--- src/rtl/game_link_tx.sv ---
// game_link_tx
// Turns local game events (Enter press, turn done, HP change / heartbeat)
// into 4-byte link frames {HDR, HI, LO, CHK} and offers them byte-by-byte
// to the UART transmitter over a valid/ready handshake.
//
// Ports:
//   clk, rst               clock, asynchronous active-high reset
//   tx_en                  link enable; gates only the start of a new frame
//   enter_pressed_local    1-cycle pulse, local Enter press
//   turn_done_local        1-cycle pulse, local turn finished
//   hp_local[9:0]          current local HP
//   tx_ready               UART TX accepts tx_data this cycle
//   tx_data[7:0]           registered byte offered to UART TX
//   tx_valid               registered, tx_data is valid
//   busy                   high in any SEND_* state
//   frame_sent             1-cycle pulse as the CHK byte is accepted
module game_link_tx #(
   parameter int HEARTBEAT_CYCLES = 6_500_000
) (
   input  logic       clk,
   input  logic       rst,
   input  logic       tx_en,
   input  logic       enter_pressed_local,
   input  logic       turn_done_local,
   input  logic [9:0] hp_local,
   input  logic       tx_ready,
   output logic [7:0] tx_data,
   output logic       tx_valid,
   output logic       busy,
   output logic       frame_sent
);

   localparam int HB_W = (HEARTBEAT_CYCLES > 2) ? $clog2(HEARTBEAT_CYCLES) : 1;
   localparam logic [HB_W-1:0] HB_LAST = HB_W'(HEARTBEAT_CYCLES - 1);

   localparam logic [3:0] T_ENTER = 4'h1;
   localparam logic [3:0] T_TURN  = 4'h2;
   localparam logic [3:0] T_HP    = 4'h3;

   typedef enum logic [2:0] {
      IDLE,
      SEND_HDR,
      SEND_HI,
      SEND_LO,
      SEND_CHK
   } state_t;

   state_t          state, state_n;
   logic [7:0]      tx_data_n;
   logic            tx_valid_n;
   logic            pend_enter, pend_enter_n;
   logic            pend_turn, pend_turn_n;
   logic [9:0]      hp_sent, hp_sent_n;
   logic [HB_W-1:0] hb_cnt, hb_cnt_n;
   logic [3:0]      frm_type, frm_type_n;
   logic [9:0]      frm_pay, frm_pay_n;

   // Requests include pulses arriving this very cycle so a pulse in IDLE
   // starts its frame on the next edge.
   logic enter_req, turn_req, hp_req, any_req;
   logic [7:0] b_hi, b_lo, b_chk;

   assign enter_req = pend_enter | enter_pressed_local;
   assign turn_req  = pend_turn | turn_done_local;
   assign hp_req    = (hp_local != hp_sent) || (hb_cnt == HB_LAST);
   assign any_req   = enter_req | turn_req | hp_req;

   assign b_hi  = {6'b0, frm_pay[9:8]};
   assign b_lo  = frm_pay[7:0];
   assign b_chk = {4'hA, frm_type} ^ b_hi ^ b_lo;

   assign busy = (state != IDLE);

   always_ff @(posedge clk or posedge rst) begin
      if (rst) begin
         state      <= IDLE;
         tx_data    <= 8'h00;
         tx_valid   <= 1'b0;
         pend_enter <= 1'b0;
         pend_turn  <= 1'b0;
         hp_sent    <= 10'd0;
         hb_cnt     <= '0;
         frm_type   <= 4'h0;
         frm_pay    <= 10'd0;
      end else begin
         state      <= state_n;
         tx_data    <= tx_data_n;
         tx_valid   <= tx_valid_n;
         pend_enter <= pend_enter_n;
         pend_turn  <= pend_turn_n;
         hp_sent    <= hp_sent_n;
         hb_cnt     <= hb_cnt_n;
         frm_type   <= frm_type_n;
         frm_pay    <= frm_pay_n;
      end
   end

   always_comb begin
      state_n      = state;
      tx_data_n    = tx_data;
      tx_valid_n   = tx_valid;
      pend_enter_n = enter_req;   // pulses are latched in every state
      pend_turn_n  = turn_req;
      hp_sent_n    = hp_sent;
      hb_cnt_n     = hb_cnt;
      frm_type_n   = frm_type;
      frm_pay_n    = frm_pay;
      frame_sent   = 1'b0;

      case (state)
         IDLE: begin
            if (!tx_en) begin
               hb_cnt_n = '0;
            end else if (any_req) begin
               // Clearing the selected flag also swallows a same-cycle pulse.
               if (enter_req) begin
                  frm_type_n   = T_ENTER;
                  frm_pay_n    = 10'd0;
                  pend_enter_n = 1'b0;
               end else if (turn_req) begin
                  frm_type_n  = T_TURN;
                  frm_pay_n   = 10'd0;
                  pend_turn_n = 1'b0;
               end else begin
                  frm_type_n = T_HP;
                  frm_pay_n  = hp_local;
                  hp_sent_n  = hp_local;
               end
               tx_data_n  = {4'hA, frm_type_n};
               tx_valid_n = 1'b1;
               hb_cnt_n   = '0;
               state_n    = SEND_HDR;
            end else begin
               hb_cnt_n = hb_cnt + HB_W'(1);
            end
         end
         SEND_HDR: if (tx_valid && tx_ready) begin
            tx_data_n = b_hi;
            state_n   = SEND_HI;
         end
         SEND_HI: if (tx_valid && tx_ready) begin
            tx_data_n = b_lo;
            state_n   = SEND_LO;
         end
         SEND_LO: if (tx_valid && tx_ready) begin
            tx_data_n = b_chk;
            state_n   = SEND_CHK;
         end
         SEND_CHK: if (tx_valid && tx_ready) begin
            tx_valid_n = 1'b0;
            frame_sent = 1'b1;
            state_n    = IDLE;
         end
         default: begin
            state_n    = IDLE;
            tx_valid_n = 1'b0;
         end
      endcase
   end

endmodule

--- config.mk ---
export PLATFORM = sky130hd
export DESIGN_NAME = game_link_tx
export DESIGN_NICKNAME = d
export VERILOG_FILES = /design/src/rtl/game_link_tx.sv
export SDC_FILE = /design/constraint.sdc
export NUM_CORES = 1
export LEC_CHECK = 0
export ABC_CLOCK_PERIOD_IN_PS = 4000
export CAP_MARGIN = 30
export CORE_UTILIZATION = 40
export CTS_CLUSTER_SIZE = 25
export DETAILED_ROUTE_END_ITERATION = 8
export PLACE_DENSITY_LB_ADDON = 0.25
export SKIP_CTS_REPAIR_TIMING = 1
export SLEW_MARGIN = 20
export SYNTH_ARGS = -nofsm -noshare
export SYNTH_HDL_FRONTEND = slang
export SYNTH_SLANG_ARGS = --single-unit
--- constraint.sdc ---
create_clock -name clk -period 4 [get_ports clk]
set_input_delay 0.4 -clock clk [delete_from_list [all_inputs] [get_ports clk]]
set_output_delay 0.4 -clock clk [all_outputs]
set_load 0.01 [all_outputs]
# After elaboration in Yosys (flattened, before gate mapping)

Index checks and enable logic that the tools add are counted.
W data, S select, Z words.

Register bits: 61
Input bits: 16
Output and inout bits: 11
Word-level logic and storage cells: 74

Add/subtract/negate cells: 1
Eq/ne operators: 12
Multiplexer cells: 32
Bitwise gates (word level): 9
Reductions and logical operators: 11

Operator list:

| kind                    | number |
|---|---|
| $mux W23                | 2 |
| $mux W8                 | 5 |
| $pmux W8 S4             | 1 |
| $add A23 B1 Y23 const B | 1 |
| $eq A23 B23 Y1 const B  | 1 |
| $mux W10                | 2 |
| $mux W3                 | 6 |
| $pmux W3 S5             | 1 |
| $mux W1                 | 13 |
| $ne A2 B2 Y1 const B    | 6 |
| $reduce_and A6 Y1       | 2 |
| $ne A10 B10 Y1          | 1 |
| $xor A8 B2 Y8           | 1 |
| $xor A8 B8 Y8           | 1 |
| $eq A3 B2 Y1 const B    | 2 |
| $reduce_and A5 Y1       | 1 |
| $or A1 B1 Y1            | 4 |
| $reduce_and A4 Y1       | 1 |
| $reduce_bool A4 Y1      | 1 |
| $eq A3 B1 Y1 const B    | 1 |
| $eq A3 B3 Y1 const B    | 1 |
| $logic_not A3 Y1        | 1 |
| $not A1 Y1              | 3 |
| $pmux W1 S3             | 1 |
| 6 further kinds         | 6 |

# Logic depth before layout (Yosys ltp)

Gate-level depths: netlist (run 1).

Depth after elaboration: 6
Mapped depth: 8
Mapped depth without buffers: 6

# Worst setup path before layout (run 1)

No wires, ideal clock.

Path kind: input-to-reg
Start: input enter_pressed_local
End: register hb_cnt[17]
Library setup time: 0.079 ns
Arrival time: 1.973 ns
Required time: 3.921 ns
Slack: 1.947 ns
Stages on the path: 6
Buffers on the path: 1
Cells stage by stage: nor4_1 -> nand4_1 -> or3_1 -> buf_2 -> or4_1 -> mux2i_1

Longest elaborated chain between the ends: 5

RTL lines:

| what                      | RTL line | text |
|---|---|---|
| from (decl)               | 23       | `input logic enter_pressed_local,` |
| $or A1 B1 Y1              | 63       | `assign enter_req = pend_enter \| enter_pressed_local;` |
| $or A1 B1 Y1 (2 in a row) | 66       | `assign any_req = enter_req \| turn_req \| hp_req;` |
| $mux W23                  | 114      | `end else if (any_req) begin` |
| $mux W23                  | 112      | `if (!tx_en) begin` |
| to (signal assigned)      | 92       | `hb_cnt <= hb_cnt_n;` |
| to (decl)                 | 54       | `logic [HB_W-1:0] hb_cnt, hb_cnt_n;` |

No other way between the ends.
A chain may end at the register's enable or synchronous reset.

# Worst setup path in the final report (run 1)

Start: input enter_pressed_local
End: register tx_data[5]

Longest elaborated chain between the ends: 5

RTL lines:

| what                        | RTL line | text |
|---|---|---|
| $or A1 B1 Y1                | 63       |  |
| $or A1 B1 Y1 (2 in a row)   | 66       |  |
| $ne A2 B2 Y1 (no line)      | n/a      |  |
| $reduce_and A6 Y1 (no line) | n/a      |  |
| to (signal assigned)        | 87       | `tx_data <= tx_data_n;` |
| to (decl)                   | 27       | `output logic [7:0] tx_data,` |

No other way between the ends.

==> results.md, run 1 <==
- Post-DP HPWL: 5.11 mm
- Final Hold Fails: 0
- Clock skew: 0.0111 ns
- Clock Sinks: 59
- WP data required: 4.19 ns
- Synthesis-to-layout area growth: 17.8%
- Hold-critical path endpoint: tx_data[4]$_DFFE_PP0P_
- Pleak: 1.51 nW
- Post-route setup TNS: 0 ns
- Power Density: 498 nW/µm²
- Number of antenna violations at the first check in global routing: 0
- Combinational group share of total power: 29.5%
- Residual DRC count: 0
- Final Critical Period: 2.79 ns
- Int Pwr: 1.21 mW
- Seq pwr share: 40.9%
- Fin worst setup slack: 1.21 ns
- Max Freq: 0.358 GHz
- RSZ-0062 raised after global routing: no
- Most frequent cells in the layout: dfrtp_1 (59), nand2_1 (31), clkdlybuf4s50_1 (26)
- R2R cell count: 5
- CP bufs+invs: 1
- FFs w/ async S/R, synth: 100%
- Sequential area share after synthesis: 46.5%
- Filler cell count: 736
- Unique masters post-synth: 47
- Initial core utilization: 41.3%
- Core Footprint: 7690 µm²
- ANT nets after route: 0
- CP max FO: 18
- Cell Area, Synth: 3180 µm²
- Final nets: 365
- Switching part of the total power: 34.8%
- Clock tree buffer depth: 2
- N_diodes: 0
- Detailed Route Iter0 Violations: 183
- Worst Setup End Kind: flip-flop
- Vias/cell: 5.84
- Final WL: 7.38 mm
- Number of global-route vias before repair: 2,563
- Die H: 91.1 µm
- Worst slew pin tran: 0.750 ns
- Min-Delay Path Class: reg2reg
- Avg WL per Cell: 16.2 µm
- Hold-critical path depth: 1
- RR Startpoint: pend_enter$_DFF_PP0_
- Clock power frac: 29.7%
- Vias: 2,658
- Worst-path clk slew: 0.08 ns
- Status: finished clean
- Crit path max-delay family: simple AND/OR/NAND/NOR gates
- Slew Limit Fails: 0
- Yosys warnings: 0
- # setup viols final: 0
- Pre-CTS setup slack: 0.893 ns
- Crit path launch type: input port
- Gr usage total: 19.5%
- Max-slew headroom: 50.0%
- Die W: 91.1 µm
- Final core utilization: 48.7%
- Post-synth EDFFs: 0
- Slowest cell on the critical path: o21ai_2
- Largest net degree at the start of global routing: 37
- H-tree levels: 3
- NetSw: 0.649 mW
- Synth Net Count: 339
- Routability cong.: 0.781
- Cell Rows: 32
- Max cap viols: 0
- Hold path start: frm_pay[4]$_DFFE_PP0P_
- Yosys reg bits: 59
- Max VDD drop: 0.000246 V
- Reg2Reg Setup Slack: 1.35 ns
- CP peak stage delay: 0.65 ns
- Data arrival, critical path: 2.98 ns
- First-pass iteration count of the detailed router: 4
- Grt ovf: 0
- Crit path cell chain: clkdlybuf4s50_1 -> nor4_1 -> nand4_1 -> or3_1 -> o21ai_2 -> a22oi_1
- Period utilization: 69.8%
- Leading cell type in the layout, fill and taps excluded: dfrtp_1
- Die area: 8300 µm²
- Ys flop type: dfrtp_1
- RR Endpoint: tx_data[5]$_DFFE_PP0P_
- CTS tree: built
- Mean area per synthesized cell: 9.86 µm²
- # IOs: 27
- Share of layout cells above drive strength 1: 11.3%
- WS Path Type: in2reg
- Gate Count Post-Synth: 322
- First-pass GRT wire length: 12.7 mm
- Clk root buf: clkbuf_8
- Clock latency on the worst-skew pair: 0.34 ns
- PortBufs: 26
- CTS Buf Count: 9
cell usage after synthesis, types with 2 or more instances:
master / n / area share, %
clkbuf_1: 12 / 1.4
inv_1: 7 / 0.83
nor4b_1: 4 / 1.1
nor2b_1: 4 / 0.79
a41o_1: 6 / 1.9
nor3_2: 2 / 0.63
nand4_1: 12 / 2.4
nand2b_1: 2 / 0.39
a22oi_1: 2 / 0.47
nor2_1: 25 / 3.0
o31ai_1: 4 / 0.95
nand3_1: 15 / 2.4
a21oi_1: 3 / 0.47
a32o_1: 4 / 1.3
a41oi_1: 2 / 0.55
and3_1: 3 / 0.59
buf_2: 4 / 0.63
o211ai_1: 3 / 0.71
o41ai_1: 7 / 1.9
or3_1: 4 / 0.79
o21ai_0: 12 / 1.9
nand2_1: 31 / 3.7
mux2i_1: 2 / 0.63
xnor2_1: 17 / 4.7
o22ai_1: 3 / 0.59
nor4_1: 8 / 1.6
dfrtp_1: 59 / 46
nand3b_1: 3 / 0.71
and2_1: 3 / 0.59
nor3_1: 8 / 1.3
a22o_1: 21 / 5.8
mux2_2: 11 / 3.9
and4_1: 5 / 1.4
per-stage QoR:
stage | cells | hold WS (ns) | instance area [µm²] | power [mW]
2_1_floorplan | 322 | 0.466 | 3180 | 1.15
3_3_place_gp | 439 | 0.486 | 3540 | 1.32
3_5_place_dp | 439 | 0.490 | 3540 | 1.33
4_1_cts | 455 | 0.507 | 3740 | 1.88
5_1_grt | 455 | 0.532 | 3740 | 1.98
6_report | 455 | 0.505 | 3740 | 1.86
worst register-to-register path: stages (launching register included):
cell and delay, ns:
dfrtp_1 0.40, nor4_1 0.46, nand4_1 0.24, or3_1 0.55, o21ai_2 0.65, a22oi_1 0.20
cells by family after synthesis:
kind of cell    synth area share [%]
buf+inv                         3.23
mux                             4.53
simple gates                    22.3
xor+xnor                        4.96
flops                           46.5
compound gates                  18.0
fa+ha+maj                      0.394
cell type report:
class	instances	area, µm²	area share, %
flip-flops and latches	59	1480	39.5
repair buffers	33	313	8.36
clock buffers	9	124	3.31
inverters	7	26.3	0.702
multi-input cells	238	1600	42.7
clock inverters	7	77.6	2.07
well taps	102	128	3.41
registers in the layout (all words and copies together), names as in the netlist:
signal,cells
hb_cnt,23
tx_data,8
pend_turn,1
hp_sent,10
frm_type,2
pend_enter,1
state,3
frm_pay,10
tx_valid,1
power by group through the flow:
stage          Clock, mW  Combinational (mW)  Sequential (mW)
3_3_place_gp           0               0.550            0.769
3_5_place_dp           0               0.553            0.773
6_report           0.553               0.549            0.761
5_1_grt            0.590               0.607            0.777
4_1_cts            0.565               0.553            0.761
2_1_floorplan          0               0.425            0.723
worst max path at each step:
stage,start,end,cells past startpoint
2_1_floorplan,enter_pressed_local,hb_cnt[17]$_DFFE_PP0N_,6
3_3_place_gp,enter_pressed_local,tx_data[5]$_DFFE_PP0P_,6
3_5_place_dp,enter_pressed_local,tx_data[5]$_DFFE_PP0P_,6
4_1_cts,enter_pressed_local,tx_data[5]$_DFFE_PP0P_,6
5_1_grt,enter_pressed_local,state[0]$_DFFE_PP0P_,6
6_report,enter_pressed_local,tx_data[5]$_DFFE_PP0P_,6
per-layer routing:
layer	track usage, %	wire length (µm)	up-vias
met4	7.80	95	0
met3	4.44	278	9
met5	0	0	-
met2	28.1	3270	63
met1	28.1	3740	1309
li1	-	-	1277
No activity file was read; power rests on OpenSTA's default activity.
==> inputs of run 2 (changes only) <==
Settings changed: ABC_CLOCK_PERIOD_IN_PS 4000 to 2650.
Clock period 4 ns to 2.65 ns, I/O delays scaled along.
==> results.md, run 2 (synthesized netlist as in run 1, its figures left out) <==
- Status: finished clean
- Clock Sinks: 59
- Cell Rows: 32
- RR Endpoint: frm_type[1]$_DFFE_PP0P_
- Slew Limit Fails: 0
- CTS Buf Count: 9
- Most frequent cells in the layout: dfrtp_1 (59), nand2_1 (31), clkdlybuf4s50_1 (26)
- N_diodes: 0
- Max reg flops: 23
- Post-DP HPWL: 5.24 mm
- Avg WL per Cell: 16.0 µm
- RR Startpoint: hb_cnt[0]$_DFFE_PP0N_
- Data arrival, critical path: 2.72 ns
- Clock tree buffer depth: 2
- WS Path Type: reg2reg
- Die H: 91.1 µm
- R2R cell count: 7
- First-pass iteration count of the detailed router: 4
- Max-slew headroom: 65.1%
- Core Footprint: 7690 µm²
- Residual DRC count: 0
- Die area: 8300 µm²
- Max cap viols: 0
- First-pass GRT wire length: 12.8 mm
- H-tree levels: 3
- Final non-filler cell area: 3860 µm²
- DP Area: 3650 µm²
- Leading cell type in the layout, fill and taps excluded: dfrtp_1
- Post-route setup TNS: 0 ns
- Die W: 91.1 µm
- Biggest register: hb_cnt
- Post-Layout Cell Count: 467
- Min-Delay Path Class: in2async
- Routability cong.: 0.840
- Worst Setup End Kind: flip-flop
- Period utilization: 94.6%
- Max VDD drop: 0.000317 V
- Clock skew: 0.00849 ns
- Worst slew pin tran: 0.523 ns
- Vias/cell: 5.75
- # IOs: 27
- Detailed Route Iter0 Violations: 177
- # setup viols final: 0
- Crit path launch type: flip-flop
- Grt ovf: 0
- Clock latency on the worst-skew pair: 0.33 ns
- Worst-path clk slew: 0.07 ns
- CTS tree: built
- ANT nets after route: 0
- Clk root buf: clkbuf_8
- Placed cells: 451
- Number of global-route vias before repair: 2,525
- Max Freq: 0.399 GHz
- Share of layout cells above drive strength 1: 14.2%
- Synthesis-to-layout area growth: 21.7%
- CP max FO: 15
- Final Hold Fails: 0
- WP data required: 2.87 ns
- Gr usage total: 19.5%
- Reg2Reg Setup Slack: 0.14 ns
- Power Density: 750 nW/µm²
- RSZ-0062 raised after global routing: no
- Number of antenna violations at the first check in global routing: 0
- Final nets: 377
- Initial core utilization: 41.3%
- Final Critical Period: 2.51 ns
- Filler cell count: 729
- PortBufs: 26
- Largest net degree at the start of global routing: 47
- Final WL: 7.50 mm
- Vias: 2,684
- Largest regs: hb_cnt x23, frm_pay x10, hp_sent x10
- Pleak: 1.58 nW
[run 2: cell types whose count changed in the layout (fill, tap and decap cells not counted), sizes merged]
cell  previous run  this run
buf              7        19
[run 2: metrics by stage]
step                      utilization (%)  power (mW)  hold slack (ns)  setup slack, ns
after detailed placement             47.5        2.09            0.488            0.104
after CTS                            50.2        2.92            0.204           0.0973
after global routing                 50.3        3.09            0.230           0.0118
final                                50.3        2.90            0.203            0.144
after global placement               47.5        2.07            0.485            0.127
after floorplan                         -        1.73            0.398            0.623
[run 2: area by class of cell]
| cell class | instances | area (µm²) | share of cell area, % |
|---|---|---|---|
| Multi-Input combinational cell | 238 | 1600 | 41.5 |
| Sequential cell | 59 | 1480 | 38.2 |
| Timing Repair Buffer | 45 | 428 | 11.1 |
| Tap cell | 102 | 128 | 3.30 |
| Clock buffer | 9 | 124 | 3.21 |
| Clock inverter | 7 | 77.6 | 2.01 |
| Inverter | 7 | 26.3 | 0.680 |
[run 2: worst max-delay path by stage]
stage                                 startpoint                 endpoint  slack (ns)  depth (start not counted)
final                      hb_cnt[0]$_DFFE_PP0N_  frm_type[1]$_DFFE_PP0P_        0.14                          7
after global routing      hb_cnt[14]$_DFFE_PP0N_  frm_type[1]$_DFFE_PP0P_        0.01                          6
after CTS                  hb_cnt[0]$_DFFE_PP0N_   hp_sent[0]$_DFFE_PP0P_         0.1                          6
after detailed placement     enter_pressed_local    hb_cnt[2]$_DFFE_PP0N_        0.10                          8
after global placement       enter_pressed_local    hb_cnt[2]$_DFFE_PP0N_        0.13                          8
after floorplan             pend_enter$_DFF_PP0_   hb_cnt[17]$_DFFE_PP0N_        0.62                          6
[run 2: report_power, final]
part           total (mW)  leakage, nW  switching (mW)  internal [mW]
logic               0.999        0.691           0.543          0.456
clock network       0.828       0.0998           0.388          0.440
registers            1.07        0.791          0.0671           1.00
total                2.90         1.58           0.998           1.90
[run 2: worst max-delay path, cell delays in order (launching register included)]
cell	delay [ns]
dfrtp_1	0.39
ha_1	0.26
nand4_1	0.16
nor4_1	0.31
nand3_1	0.22
buf_4	0.26
a21oi_1	0.41
mux2_2	0.39
[run 2: layer usage]
metal  up-vias  track usage [%]  part of all wire (%)  wire length, µm
li1       1303                -                     -                -
met1      1322             29.6                    51             3790
met2        55             28.1                    45             3370
met3         4             2.68                   3.7              275
met4         0             7.41                  0.75               56
met5         -                0                     0                0
==> inputs of run 3 (changes only) <==
Settings changed: CTS_CLUSTER_SIZE 25 to default.
==> results of run 3 <==
Same layout as run 2: the final DEF is identical, and so are final timing and power.
